$ cat src/rtl/cond_exec_unit.sv
// Condition-code evaluator: NZCV status register, NUM_LANES condition lanes and
// an IT-block sequencer that steers lane 0 while a block is in flight.

module cond_eval_lane (
  input  logic [3:0] code,
  input  logic [3:0] flags,
  output logic       pass
);
  logic n, z, c, v, base;

  always_comb begin
    {n, z, c, v} = flags;
    base = 1'b1;
    case (code[3:1])
      3'b000:  base = z;
      3'b001:  base = c;
      3'b010:  base = n;
      3'b011:  base = v;
      3'b100:  base = c & ~z;
      3'b101:  base = (n == v);
      3'b110:  base = ~z & (n == v);
      default: base = 1'b1;
    endcase
    // Odd codes are the complement of their even partner; 111x is always true.
    pass = (code[3:1] == 3'b111) ? 1'b1 : (base ^ code[0]);
  end
endmodule

module cond_exec_unit #(
  parameter int NUM_LANES = 2,
  parameter bit BYPASS    = 1'b0
) (
  input  logic                   clk,
  input  logic                   rst,
  input  logic [4*NUM_LANES-1:0] cond,
  input  logic [3:0]             flags_in,
  input  logic [3:0]             flags_we,
  output logic [3:0]             status_out,
  output logic [NUM_LANES-1:0]   cond_out,
  input  logic                   it_start,
  input  logic [3:0]             it_firstcond,
  input  logic [3:0]             it_mask,
  input  logic                   it_advance,
  output logic                   it_active,
  output logic [3:0]             it_cond,
  output logic                   it_err
);
  typedef enum logic {IDLE, ACTIVE} it_state_e;

  it_state_e                   state;
  logic [7:0]                  itstate;
  logic [3:0]                  merged;
  logic [3:0]                  eval_flags;
  logic [NUM_LANES-1:0][3:0]   lane_code;

  assign merged = (flags_we & flags_in) | (~flags_we & status_out);

  always_ff @(posedge clk or negedge rst) begin
    if (!rst) status_out <= 4'b0000;
    else      status_out <= merged;
  end

  // Held in reset the lanes must see zero flags even on the bypass path.
  always_comb begin
    eval_flags = 4'b0000;
    if (rst) eval_flags = BYPASS ? merged : status_out;
  end

  always_ff @(posedge clk or negedge rst) begin
    if (!rst) begin
      state   <= IDLE;
      itstate <= 8'h00;
      it_err  <= 1'b0;
    end else begin
      it_err <= it_start && (state == ACTIVE || it_mask == 4'b0000);
      case (state)
        IDLE: begin
          if (it_start && it_mask != 4'b0000) begin
            state   <= ACTIVE;
            itstate <= {it_firstcond, it_mask};
          end
        end
        ACTIVE: begin
          if (it_advance) begin
            if (itstate[2:0] == 3'b000) begin
              state   <= IDLE;
              itstate <= 8'h00;
            end else begin
              itstate[4:0] <= {itstate[3:0], 1'b0};
            end
          end
        end
        default: state <= IDLE;
      endcase
    end
  end

  assign it_active = (state == ACTIVE);
  assign it_cond   = it_active ? itstate[7:4] : 4'b1110;

  for (genvar g = 0; g < NUM_LANES; g++) begin : g_lane
    if (g == 0) begin : g_it
      assign lane_code[g] = it_active ? it_cond : cond[3:0];
    end else begin : g_plain
      assign lane_code[g] = cond[4*g +: 4];
    end
    cond_eval_lane u_lane (
      .code  (lane_code[g]),
      .flags (eval_flags),
      .pass  (cond_out[g])
    );
  end
endmodule

$ cat config.mk
export PLATFORM = sky130hd
export DESIGN_NAME = cond_exec_unit
export DESIGN_NICKNAME = d
export VERILOG_FILES = /design/src/rtl/cond_exec_unit.sv
export SDC_FILE = /design/constraint.sdc
export NUM_CORES = 1
export LEC_CHECK = 0
export CORE_ASPECT_RATIO = 1.5
export CORE_MARGIN = 2
export CORE_UTILIZATION = 38
export CTS_CLUSTER_SIZE = 8
export DETAILED_ROUTE_END_ITERATION = 8
export HOLD_SLACK_MARGIN = 0.12
export PLACE_DENSITY = 0.87
export SLEW_MARGIN = 20
export SYNTH_ARGS = -nofsm -noshare
export SYNTH_HDL_FRONTEND = slang
export SYNTH_SLANG_ARGS = --single-unit
export TNS_END_PERCENT = 10
$ cat constraint.sdc
create_clock -name clk -period 2.1 [get_ports clk]
set_clock_uncertainty 0.05 [all_clocks]
set_input_delay 0.315 -clock clk [delete_from_list [all_inputs] [get_ports clk]]
set_output_delay 0.315 -clock clk [all_outputs]
set_load 0.05 [all_outputs]
==> summary.md <==
| Metric | Value |
|---|---|
| Outcome | complete, but fails checks |
| Violated checks | setup timing |
| Worst reg-to-reg path cell count | 5 |
| Worst Setup Start Kind | flip-flop |
| Post-layout util | 0.619 |
| Vias per Instance | 5.44 |
| Clock Path Buffers | 2 |
| CTS Root Cell | clkbuf_4 |
| RSZ-0062 raised after global routing | true |
| CP Data Arrival Time | 2280 ps |
| Min-Delay Path Class | in -> async |
| Crit end category | primary output |
| Post-Route WL | 2470 µm |
| Ant diodes | 0 |
| CTS tree | built |
| Post-DP HPWL | 2010 µm |
| Die Width | 44.8 µm |
| Switching power share of the total | 0.444 |
| Synthesis Warnings | 0 |
| Die Height | 65.2 µm |
| Remaining DRCs | 0 |
| Initial antenna violation count | 0 |
| Overall Power | 1.96 mW |
| DR pass1 iterations | 6 |
| Max-Cap Viols | 0 |
| Layout Area Growth over Synthesis | 58.0% |
| Layout net count | 182 |
| Final TNS setup | -721 ps |
| Max Fanout on Critical Path | 4 |
| GPL Wtd Cong | 0.785 |
| Final period utilization | 1.26 |
| Clock transition at path regs | 80 ps |
| Crit path kind | reg -> out |
| Synth cell types | 34 |
| Share of layout cells above drive strength 1 | 0.203 |
| Sequential share of the synthesized area | 0.369 |
| Worst r2r src | it_active |
| Final worst slack | -541 ps |
| Num CTS Buffers | 3 |
| Via count | 962 |
| Post-Syn Nets | 133 |
| Placed Instances | 172 |
| Fin. Hold Viols | 0 |
| Combinational Power Share | 0.689 |
| Core Footprint | 2420 µm² |
| Total net switching power | 871 µW |
| Syn avg cell area | 9.04 µm² |
| Pwr/cell area | 1310 nW/µm² |
| 1st-iter DRT viols | 26 |
| Finish-stage setup viols | 2 |
| Flop pwr share | 0.234 |
| Vias in the first global route | 974 |
| Largest net degree at the start of global routing | 16 |
| I/O pins | 40 |
| Worst vdd ir | 0.864 mV |
| Max Fclk | 379 MHz |
| Slew HR | 0.669 |
| Clock group share of total power | 0.078 |
| Initial Utilization | 0.392 |
| Pins Over Slew Limit | 0 |
| Slew of the pin with the lowest slew margin | 492 ps |
| Total die area | 2920 µm² |
| Clock Sinks | 14 |
| Worst EP required | 1740 ps |
| Port bufs | 39 |
| Avg WL per Cell | 13.9 µm |
| Clock latency on the worst-skew pair | 270 ps |
| Finished Layout Cells | 177 |
| Register bit count reported by yosys | 14 |
| First-pass GRT wire length | 3910 µm |
| H-tree level count | 1 |
| Total gr overflow | 0 |
| Antenna-violating nets left | 0 |
| Post-Syn Instances | 105 |
| Global Route Usage Sum | 0.184 |
| Worst setup startpoint | it_active |
| Pleak | 0.658 nW |
| Fin crit period | 2640 ps |
| Row Count | 22 |
| Cell Area, Synth | 950 µm² |
| Int Pwr | 1.09 mW |
## final cells by class
class | count | area (µm²)
Multi-Input combinational cell | 84 | 578
Timing Repair Buffer | 50 | 510
Clock buffer | 4 | 26.3
Fill cell | 194 | 922
Sequential cell | 14 | 352
Tap cell | 24 | 30.0
Inverter | 1 | 3.75
## critical path, cell delays in order, from the launching register on
cell       delay, ps
dfrtp_2          470
mux2i_4          310
mux2i_1          200
mux2i_1           90
a222oi_1         390
mux2i_1          240
bufbuf_16        300
## per-layer routing
layer / vias up / share of wire / track usage
met4: 0 / 0.024 / 0.103
met2: 35 / 0.55 / 0.339
met5: - / 0 / 0
met3: 7 / 0.051 / 0.0165
met1: 450 / 0.37 / 0.194
li1: 470 / - / -
## cell usage after synthesis
cell type	count	area [µm²]
nand2_1	17	63.8
dfrtp_1	14	350
mux2i_1	9	90.1
a21oi_1	7	35.0
nor2_1	7	26.3
nand2b_1	6	37.5
o21ai_0	6	30.0
mux2_2	4	45.0
clkbuf_1	3	11.3
nand3b_1	3	22.5
nor2b_1	3	18.8
and2_1	2	12.5
buf_4	2	15.0
nor3_1	2	10.0
a211o_1	1	8.76
a211oi_1	1	7.51
a21o_1	1	7.51
a222oi_1	1	10.0
a311oi_1	1	8.76
a31oi_1	1	6.26
a32o_1	1	10.0
buf_6	1	11.3
inv_1	1	3.75
mux2i_2	1	13.8
mux2i_4	1	22.5
nand3_1	1	5.00
nand4b_1	1	8.76
nor3b_2	1	12.5
nor4_1	1	6.26
o21a_1	1	7.51
o22ai_1	1	6.26
o31ai_1	1	7.51
xnor2_1	1	8.76
xor2_1	1	8.76
## power by group through the flow
stage          registers [mW]  clock network [mW]  logic (mW)
2_1_floorplan           0.503                   0       0.804
3_3_place_gp            0.455                   0        1.24
3_5_place_dp            0.462                   0        1.27
4_1_cts                 0.458               0.156        1.29
5_1_grt                 0.472               0.175        1.44
6_report                0.458               0.153        1.35
## stage by stage
stage | hold WS [ps] | setup WS (ps) | instance area [µm²]
4_1_cts | 472 | -512 | 1490
2_1_floorplan | -30.6 | -311 | 960
3_3_place_gp | 455 | -421 | 1440
5_1_grt | 473 | -737 | 1500
6_report | 469 | -541 | 1500
3_5_place_dp | 484 | -473 | 1440
## layout by cell type, fill, tap and decap left out, drive strengths merged, types with 6 or more instances in the layout
master         netlist  final
a21oi                7      7
buf                  3     17
clkdlybuf4s50        0     30
dfrtp               14     14
mux2i               11     11
nand2               17     17
nand2b               6      6
nor2                 7      7
o21ai                6      6
## kinds of logic after synthesis
kind of cell	synth area share
muxes	0.180
AOI/OAI and AO/OA	0.153
DFF	0.369
xor gates and xnor gates	0.0184
and+or+nand+nor	0.236
buffers and inverters	0.0435
## final timing paths
path                                                   end  slack (ps)
worst max-delay path                           cond_out[0]        -540
worst min-delay path            asynchronous set/reset pin         470
worst max register to register                  itstate[1]         570
worst min register to register                  itstate[4]         490
max in group asynchronous                        it_active        1360
min in group clk                                itstate[4]         490
## repair_timing
| item | in CTS | in global routing |
|---|---|---|
| hold endpoints to repair | 0 | 0 |
| setup endpoints to repair | 2 | 2 |
| buffers inserted | 1 | 0 |
| resized for setup | 6 | 1 |
| pin swaps | 3 | 1 |
| hold buffers | 0 | 0 |
(Power assumes the default switching activity.)
